--- src/rtl/rs232_recv.sv ---
// rs232_recv - FT232 serial receiver (8N1, LSB first), companion of rs232_send.
//
// Deserialises the host's transmit line and offers each byte on a valid/ready
// handshake backed by a single holding register. cts_n tells the host to
// pause while that register is full; a frame already in flight is still
// received, and is dropped with an overrun pulse if the register is still
// full when it completes.
//
// Optional feature (compile-time macro):
//   RS232_RECV_PARITY_EN  - an even-parity bit follows bit 7 (11-bit frame);
//                           a parity mismatch raises frame_err and drops the byte.
//   Undefined (default)   - plain 8N1, 10-bit frame.
//
// Parameters:
//   CLOCK_FREQ  system clock in Hz
//   BAUD_RATE   line rate in bit/s
//   Clocks per bit = round(CLOCK_FREQ / BAUD_RATE); must be at least 4.
//
// Ports:
//   clock      in   system clock, rising edge
//   reset      in   synchronous, active-high reset
//   rxd        in   serial input, idle high, asynchronous to clock
//   cts_n      out  0 = host may send, 1 = holding register full
//   data       out  received byte, stable while valid is high
//   valid      out  data holds an unconsumed byte
//   ready      in   consumer takes data when valid && ready
//   frame_err  out  one-clock pulse: bad stop bit (or parity)
//   overrun    out  one-clock pulse: byte completed while register full
module rs232_recv #(
    parameter int unsigned CLOCK_FREQ = 133000000,
    parameter int unsigned BAUD_RATE  = 12000000
) (
    input  logic       clock,
    input  logic       reset,
    input  logic       rxd,
    output logic       cts_n,
    output logic [7:0] data,
    output logic       valid,
    input  logic       ready,
    output logic       frame_err,
    output logic       overrun
);

    localparam int unsigned BIT  = (CLOCK_FREQ + BAUD_RATE / 2) / BAUD_RATE;
    localparam int unsigned HALF = BIT / 2;
    localparam int unsigned CW   = $clog2(BIT);

    localparam logic [CW-1:0] BIT_M1  = CW'(BIT - 1);
    localparam logic [CW-1:0] HALF_M1 = CW'(HALF - 1);
    localparam logic [CW-1:0] ONE     = CW'(1);

    typedef enum logic [2:0] {
        S_IDLE,
        S_START,
        S_DATA,
`ifdef RS232_RECV_PARITY_EN
        S_PARITY,
`endif
        S_STOP,
        S_BREAK
    } state_t;

    state_t        state_q, state_d;
    logic          sync1_q, rs_q;
    logic [CW-1:0] cnt_q, cnt_d;
    logic [2:0]    bitidx_q, bitidx_d;
    logic [7:0]    shreg_q, shreg_d;
    logic [7:0]    data_q, data_d;
    logic          valid_q, valid_d;
    logic          frame_err_q, frame_err_d;
    logic          overrun_q, overrun_d;
`ifdef RS232_RECV_PARITY_EN
    logic          perr_q, perr_d;
`endif

    logic fire;
    logic deliver;
    logic bad_frame;

    assign fire = (cnt_q == '0);

`ifdef RS232_RECV_PARITY_EN
    assign bad_frame = perr_q;
`else
    assign bad_frame = 1'b0;
`endif

    always_comb begin
        state_d     = state_q;
        cnt_d       = cnt_q;
        bitidx_d    = bitidx_q;
        shreg_d     = shreg_q;
        data_d      = data_q;
        valid_d     = valid_q;
        frame_err_d = 1'b0;
        overrun_d   = 1'b0;
        deliver     = 1'b0;
`ifdef RS232_RECV_PARITY_EN
        perr_d      = perr_q;
`endif

        case (state_q)
            S_IDLE: begin
                if (!rs_q) begin
                    state_d = S_START;
                    cnt_d   = HALF_M1;
                end
            end

            // Re-check the start bit at mid-bit to reject short glitches.
            S_START: begin
                if (fire) begin
                    if (!rs_q) begin
                        state_d  = S_DATA;
                        cnt_d    = BIT_M1;
                        bitidx_d = '0;
                    end else begin
                        state_d = S_IDLE;
                    end
                end else begin
                    cnt_d = cnt_q - ONE;
                end
            end

            S_DATA: begin
                if (fire) begin
                    shreg_d  = {rs_q, shreg_q[7:1]};
                    bitidx_d = bitidx_q + 3'd1;
                    cnt_d    = BIT_M1;
                    if (bitidx_q == 3'd7) begin
`ifdef RS232_RECV_PARITY_EN
                        state_d = S_PARITY;
`else
                        state_d = S_STOP;
`endif
                    end
                end else begin
                    cnt_d = cnt_q - ONE;
                end
            end

`ifdef RS232_RECV_PARITY_EN
            S_PARITY: begin
                if (fire) begin
                    perr_d  = rs_q ^ (^shreg_q);
                    cnt_d   = BIT_M1;
                    state_d = S_STOP;
                end else begin
                    cnt_d = cnt_q - ONE;
                end
            end
`endif

            // A low stop bit goes to BREAK so a held-low line cannot
            // immediately re-trigger a start.
            S_STOP: begin
                if (fire) begin
                    if (!rs_q) begin
                        frame_err_d = 1'b1;
                        state_d     = S_BREAK;
                    end else if (bad_frame) begin
                        frame_err_d = 1'b1;
                        state_d     = S_IDLE;
                    end else begin
                        deliver = 1'b1;
                        state_d = S_IDLE;
                    end
                end else begin
                    cnt_d = cnt_q - ONE;
                end
            end

            S_BREAK: begin
                if (rs_q) begin
                    state_d = S_IDLE;
                end
            end

            default: state_d = S_IDLE;
        endcase

        // Consumption and a new delivery may coincide; the delivery wins and
        // valid simply stays high with the new byte.
        if (valid_q && ready) begin
            valid_d = 1'b0;
        end
        if (deliver) begin
            if (!valid_q || ready) begin
                data_d  = shreg_q;
                valid_d = 1'b1;
            end else begin
                overrun_d = 1'b1;
            end
        end
    end

    always_ff @(posedge clock) begin
        if (reset) begin
            sync1_q     <= 1'b1;
            rs_q        <= 1'b1;
            state_q     <= S_IDLE;
            cnt_q       <= '0;
            bitidx_q    <= '0;
            shreg_q     <= '0;
            data_q      <= '0;
            valid_q     <= 1'b0;
            frame_err_q <= 1'b0;
            overrun_q   <= 1'b0;
`ifdef RS232_RECV_PARITY_EN
            perr_q      <= 1'b0;
`endif
        end else begin
            sync1_q     <= rxd;
            rs_q        <= sync1_q;
            state_q     <= state_d;
            cnt_q       <= cnt_d;
            bitidx_q    <= bitidx_d;
            shreg_q     <= shreg_d;
            data_q      <= data_d;
            valid_q     <= valid_d;
            frame_err_q <= frame_err_d;
            overrun_q   <= overrun_d;
`ifdef RS232_RECV_PARITY_EN
            perr_q      <= perr_d;
`endif
        end
    end

    assign cts_n     = valid_q;
    assign data      = data_q;
    assign valid     = valid_q;
    assign frame_err = frame_err_q;
    assign overrun   = overrun_q;

endmodule
--- config.mk ---
export PLATFORM = sky130hd
export DESIGN_NAME = rs232_recv
export DESIGN_NICKNAME = d
export VERILOG_FILES = /design/src/rtl/rs232_recv.sv
export SDC_FILE = /design/constraint.sdc
export NUM_CORES = 1
export LEC_CHECK = 0
export ABC_AREA = 0
export BUFFER_PORTS_ARGS = -buffer_cell sky130_fd_sc_hd__buf_2
export CAP_MARGIN = 20
export CORE_ASPECT_RATIO = 0.7
export CORE_MARGIN = 3
export CORE_UTILIZATION = 46
export CTS_BUF_LIST = sky130_fd_sc_hd__clkbuf_16
export CTS_CLUSTER_DIAMETER = 50
export DETAILED_ROUTE_END_ITERATION = 7
export PLACE_DENSITY = 0.65
export RECOVER_POWER = 100
export SYNTH_ARGS = -nofsm -noshare
export SYNTH_HDL_FRONTEND = slang
export SYNTH_SLANG_ARGS = --single-unit
--- constraint.sdc ---
create_clock -name clock -period 4.9 [get_ports clock]
set_input_delay 0.49 -clock clock [delete_from_list [all_inputs] [get_ports clock]]
set_output_delay 0.49 -clock clock [all_outputs]
set_load 0.03 [all_outputs]
==> results.md, run 1 <==
- Port buffer count: 15
- Total CTS buffers: 5
- Reg2reg end: shreg_q[2]
- H-tree Lvls: 2
- Total global routing overflow: 0
- RSZ-0062 raised after global routing: false
- Worst-path clk slew: 0.05 ns
- Syn. warnings: 0
- HP Class: input pin to flip-flop
- Worst slew margin: -0.1213
- Yosys cell types: 36
- Vias: 1018
- Filler Cell Count: 232
- Hpwl dp: 1738 microns
- Sequential share of power: 0.416
- Internal power: 0.5014 mW
- DP Worst Slack: 2.865 ns
- Routed WL: 2556 microns
- Post-CTS setup repair buffer count: 0
- Fin. max-slew vios: 12
- Maximum clock frequency: 348.3 MHz
- Die Y: 51.56 microns
- Crit end category: flip-flop
- Delay-heaviest family, CP: simple AND/OR/NAND/NOR gates
- CTS Buffer Depth: 2
- Placed Area: 1415 sq um
- Commonest cells after routing, fill and taps aside: dfxtp_1 (31), nor2_1 (22), mux2i_1 (18), clkbuf_1 (13), nand2_1 (7)
- Leakage dissipation: 0.6103 nW
- Mapped cell area: 1364 sq um
- MaxCap Viol Count: 1
- Final hold slack: 0.3998 ns
- Footprint of the multi-input gates: 628.1 sq um
- VDD IR max: 243.3 uV
- Mapped Nets: 145
- CP cell instances: inv_1 > ha_1 > or3b_1 > nor3_1 > mux2i_1 > nor2_1
- Hold Fails Final Rpt: 0
- PwrDens: 408.5 nW/um^2
- Aggregate global-route resource usage: 0.1601
- Post_cts resized: 0
- Largest net degree at the start of global routing: 32
- Setup TNS: 0 ns
- Commonest non-fill, non-tap cell in the layout: dfxtp_1
- CTS tree: built
- Clock Sink Count: 31
- Sequential area share after synthesis: 0.4550
- Vias in the first global route: 939
- Cts-stage hold buffer count: 0
- Worst reg-to-reg setup slack: 2.03 ns
- First-pass GRT wire length: 4367 microns
- Hold_sp: rxd
- CP peak stage delay: 1.31 ns
- Syn-to-layout area delta: 12.11%
- Placeable Area: 2646 sq um
- Final setup fails: 0
- Crit path required time: 5.01 ns
- GR Layer Usage met3: 0.05598
- Hold endpoint: sync1_q
- Worst R2R Start: cnt_q[0]
- Crit Path Category: flip-flop to flip-flop
- Initial Utilization: 0.5154
- Switching power share of the total: 0.1972
- Post-Syn Instances: 137
- Fin crit share: 0.5859
- Sequential standard cell area: 620.6 sq um
- GR Util met2: 0.2369
- Combinational power share: 0.040
- Initial antenna violation count: 0
- Grt met1 use: 0.2024
- DIE WIDTH: 71.08 microns
- Ports: 16
- Die area: 3665 sq um
- Syn_area_per_cell: 9.955 sq um
- Failing checks: capacitance limit, slew limit
- WHS Path Cells: 2
- Slew @ Worst Pin: 1.669 ns
- Drt via density: 5.533
- Worst Path Max Fanout: 11
- Clock power frac: 0.543
- Arrival time worst endpoint: 2.98 ns
- Row count: 15
- CP Launch Type: flip-flop
- Share of cells above drive strength 1: 0.1000
- Final instance area: 1529 sq um
- Clk_skew: 0.005091 ns
- Final worst slack: 2.029 ns
- Antenna viol nets, final: 0
- Worst path slowest cell: nor3_1
- CP bufs+invs: 1
- Psw: 0.1232 mW
- Routed WL per cell: 13.89 microns
- Gpl congestion: 0.7196
- Overall power: 0.6246 mW
- CTS Root Cell: clkbuf_16
- Remaining routing DRC violations: 0
- Status: finished, violations left
- R2R depth: 6
- First-pass iteration count of the detailed router: 5
- Antenna Cells: 0
- Layer with the highest usage: met2
- Initial DRC count: 40
- Skew-Pair Late Insertion Delay: 0.27 ns
- Seq cells post-synth: 31
- Minimum clock period after layout: 2.871 ns
- Fin nets: 157
logic make-up (layout without fill, tap and decap cells):
group,after synthesis,after routing,synth area share
buffers and inverters,14,27,0.05963
flip-flops,31,31,0.4550
multiplexers,19,19,0.1404
AO/OA/AOI/OAI,23,23,0.1229
AND/OR/NAND/NOR,46,46,0.1853
adder cells (fa/ha/maj),4,4,0.03670
state kept, by name (all words and copies together), names as in the netlist:
register / flops
cts_n: 1
sync1_q: 1
data: 8
frame_err: 1
bitidx_q: 3
state_q: 3
shreg_q: 8
overrun: 1
cnt_q: 4
rs_q: 1
layer usage:
metal  wire length [microns]  part of all wire
met4                      38             0.015
met5                       0                 0
met2                    1113              0.44
met3                     140             0.055
met1                    1264              0.49
through the flow:
| step | cells | util |
|---|---|---|
| finish | 184 | 0.5778 |
| global route | 184 | 0.5778 |
| CTS | 184 | 0.5967 |
| detailed placement | 176 | 0.5348 |
| global placement | 176 | 0.5348 |
| floorplan | 137 | - |
how the worst max path moves through the flow:
stage,start,endpoint,cells after the start
after floorplan,cnt_q[0],shreg_q[2],7
after global placement,cnt_q[0],shreg_q[6],6
after detailed placement,cnt_q[0],shreg_q[2],6
after CTS,cnt_q[0],shreg_q[2],6
after global routing,cnt_q[0],data[3],6
final,cnt_q[0],shreg_q[2],6
cell type report:
type,instances,area share
inverters,4,0.009820
clock inverters,3,0.02537
well taps,34,0.02782
clock buffers,5,0.08183
multi-input cells,92,0.4108
flip-flops and latches,31,0.4059
repair buffers,15,0.03846
synthesized netlist by cell type, drive strengths merged:
master	number	area, sq um
and3b	1	8.760
o22ai	1	6.260
a311oi	2	17.52
ha	4	50.05
inv	4	15.01
o22a	1	8.760
or2	2	12.51
a211o	2	18.77
o21bai	1	7.510
a21oi	5	28.78
a22oi	2	15.01
dfxtp	31	620.6
buf	7	55.05
nor3	4	31.28
nand4	1	21.27
nand2	7	26.28
a221oi	1	8.760
nor3b	1	12.51
nand2b	3	18.77
nor4b	1	8.760
clkbuf	3	11.26
mux2	1	11.26
a211oi	3	22.52
a2111oi	1	8.760
o21ai	3	15.01
mux2i	18	180.2
nand3	2	10.01
nor2	22	82.58
or3b	2	20.02
o21ba	1	10.01
power by group through the flow:
stage | Combinational [mW] | Sequential, mW | Clock (mW)
finish | 0.0252 | 0.260 | 0.339
CTS | 0.0281 | 0.260 | 0.345
global placement | 0.0275 | 0.265 | 0
global route | 0.0281 | 0.260 | 0.359
detailed placement | 0.0280 | 0.265 | 0
floorplan | 0.0273 | 0.263 | 0
(Power assumes the default switching activity.)
==> run 2, diff against run 1 <==
--- a/config.mk
+++ b/config.mk
@@ -14,7 +14,7 @@
 export CTS_BUF_LIST = sky130_fd_sc_hd__clkbuf_16
 export CTS_CLUSTER_DIAMETER = 50
 export DETAILED_ROUTE_END_ITERATION = 7
-export PLACE_DENSITY = 0.65
+export PLACE_DENSITY = 0.68
 export RECOVER_POWER = 100
 export SYNTH_ARGS = -nofsm -noshare
 export SYNTH_HDL_FRONTEND = slang
==> constraint.sdc (replaced) <==
create_clock -name clock -period 2.3 [get_ports clock]
set_input_delay 0.23 -clock clock [delete_from_list [all_inputs] [get_ports clock]]
set_output_delay 0.23 -clock clock [all_outputs]
set_load 0.03 [all_outputs]
==> results.md, run 2 (synthesized netlist as in run 1, its figures left out) <==
- CTS Buffer Depth: 2 (unchanged)
- RSZ-0062 raised after global routing: false
- First-pass iteration count of the detailed router: 4 (-1)
- Hpwl dp: 1640 microns (-5.6%)
- Fin nets: 159 (+1.3%)
- Final std cells w/o fill: 186 (+1.1%)
- Remaining routing DRC violations: 0 (unchanged)
- Filler Cell Count: 246 (+6.0%)
- R2R depth: 7 (+1)
- Antenna Cells: 0 (unchanged)
- Fin. max-slew vios: 0 (-12)
- Skew-Pair Late Insertion Delay: 0.27 ns (about the same)
- Placeable Area: 2646 sq um (unchanged)
- HP Class: input pin to flip-flop
- Gpl congestion: 0.9339 (+30%)
- Leakage dissipation: 0.6226 nW (+2.0%)
- Ports: 16 (unchanged)
- Clock Sink Count: 31 (unchanged)
- Commonest cells after routing, fill and taps aside: dfxtp_1 (31), nor2_1 (22), mux2i_1 (18), clkbuf_1 (13), nand2_1 (7)
- Hold_sp: rxd
- PwrDens: 849.5 nW/um^2 (+110%)
- Cts-stage hold buffer count: 0 (unchanged)
- Arrival time worst endpoint: 2.09 ns (-0.89 ns)
- Row count: 15 (unchanged)
- MaxCap Viol Count: 0 (-1)
- Crit path required time: 2.40 ns (-2.61 ns)
- Commonest non-fill, non-tap cell in the layout: dfxtp_1
- Antenna viol nets, final: 0 (unchanged)
- WHS Path Cells: 2 (unchanged)
- CP Launch Type: flip-flop
- Routed WL per cell: 12.73 microns (-8.4%)
- Die area: 3665 sq um (unchanged)
- Hold endpoint: sync1_q
- Initial antenna violation count: 0 (unchanged)
- Crit end category: flip-flop
- Port buffer count: 15 (unchanged)
- CTS Root Cell: clkbuf_16
- VDD IR max: 499.4 uV (+110%)
- CTS tree: built
- Clk_skew: 0.005498 ns (+0.0004075 ns)
- Routed WL: 2368 microns (-7.4%)
- Fin crit share: 0.8657 (+0.2798)
- Syn-to-layout area delta: 15.05%
- Initial DRC count: 63 (+57%)
- Total CTS buffers: 5 (unchanged)
- Vias in the first global route: 970 (+3.3%)
- Post_cts resized: 0 (unchanged)
- Total global routing overflow: 0 (unchanged)
- Status: finished, final reports clean
- H-tree Lvls: 2 (unchanged)
- Worst slew margin: 0.1147 (+0.2360)
- Final setup fails: 0 (unchanged)
- Reg2reg end: shreg_q[3]
- Drt via density: 5.392 (-2.5%)
- Worst Path Max Fanout: 11 (unchanged)
- Setup TNS: 0 ns (unchanged)
- Largest net degree at the start of global routing: 32 (unchanged)
- Vias: 1003 (-1.5%)
- Post-CTS setup repair buffer count: 0 (unchanged)
- Slew @ Worst Pin: 1.328 ns (-0.3412 ns)
- Dpl cells: 178 (+1.1%)
- Hold Fails Final Rpt: 0 (unchanged)
- Initial Utilization: 0.5154 (unchanged)
- DIE WIDTH: 71.08 microns (unchanged)
- Minimum clock period after layout: 1.991 ns (-0.8799 ns)
- Worst R2R Start: cnt_q[0]
- Worst-path clk slew: 0.05 ns (about the same)
- Worst reg-to-reg setup slack: 0.31 ns (-1.72 ns)
- Crit Path Category: flip-flop to flip-flop
- Die Y: 51.56 microns (unchanged)
- Aggregate global-route resource usage: 0.1558 (-0.004256)
- Share of cells above drive strength 1: 0.1250 (+0.02500)
- First-pass GRT wire length: 4319 microns (-1.1%)
- Maximum clock frequency: 502.2 MHz (+44%)
## run 2: worst max-delay path: stages (launching register included)
cell,delay [ns]
dfxtp_1,0.33
inv_1,0.11
ha_1,0.20
or3b_1,0.41
nor3_4,0.16
clkbuf_2,0.32
mux2i_1,0.23
nor2_1,0.06
## run 2: worst max-delay path by stage
stage                   from    endpoint  slack, ns  cells past startpoint
floorplan           cnt_q[0]  shreg_q[2]       0.63                      7
global placement    cnt_q[0]  shreg_q[5]       0.52                      7
detailed placement  cnt_q[0]  state_q[0]       0.43                      6
CTS                 cnt_q[0]  state_q[0]       0.41                      6
global route        cnt_q[0]  shreg_q[3]       0.13                      7
finish              cnt_q[0]  shreg_q[3]       0.31                      7
## run 2: power by group
part / internal [mW] / switching, mW / total (mW)
clock network: 0.503 / 0.214 / 0.718
registers: 0.545 / 0.00967 / 0.554
logic: 0.0244 / 0.0366 / 0.0610
total: 1.07 / 0.261 / 1.33
## run 2: per-layer routing
| layer | wire, microns | vias up | track usage |
|---|---|---|---|
| met2 | 984 | 23 | 0.2215 |
| li1 | - | 507 | - |
| met1 | 1202 | 466 | 0.2117 |
| met5 | 0 | - | 0 |
| met4 | 57 | 0 | 0.08438 |
| met3 | 124 | 7 | 0.04633 |
## run 2: through the flow
stage	worst slack, ns	hold WS, ns	utilization	total power [mW]	cell area [sq um]
after detailed placement	0.4306	0.3990	0.5404	0.6285	1430
after global placement	0.5230	0.3926	0.5404	0.6269	1430
final	0.3089	0.1451	0.5929	1.333	1569
after floorplan	0.6256	0.3131	-	0.6174	1364
after CTS	0.4134	0.1407	0.6024	1.353	1594
after global routing	0.1304	0.1530	0.5929	1.389	1569
## run 2: final cells by class
class | instances | area (sq um) | share of cell area
Multi-Input combinational cell | 92 | 655.6 | 0.4179
Sequential cell | 31 | 620.6 | 0.3955
Clock buffer | 5 | 125.1 | 0.07975
Timing Repair Buffer | 17 | 71.32 | 0.04545
Tap cell | 34 | 42.54 | 0.02711
Clock inverter | 3 | 38.79 | 0.02472
Inverter | 4 | 15.01 | 0.009569
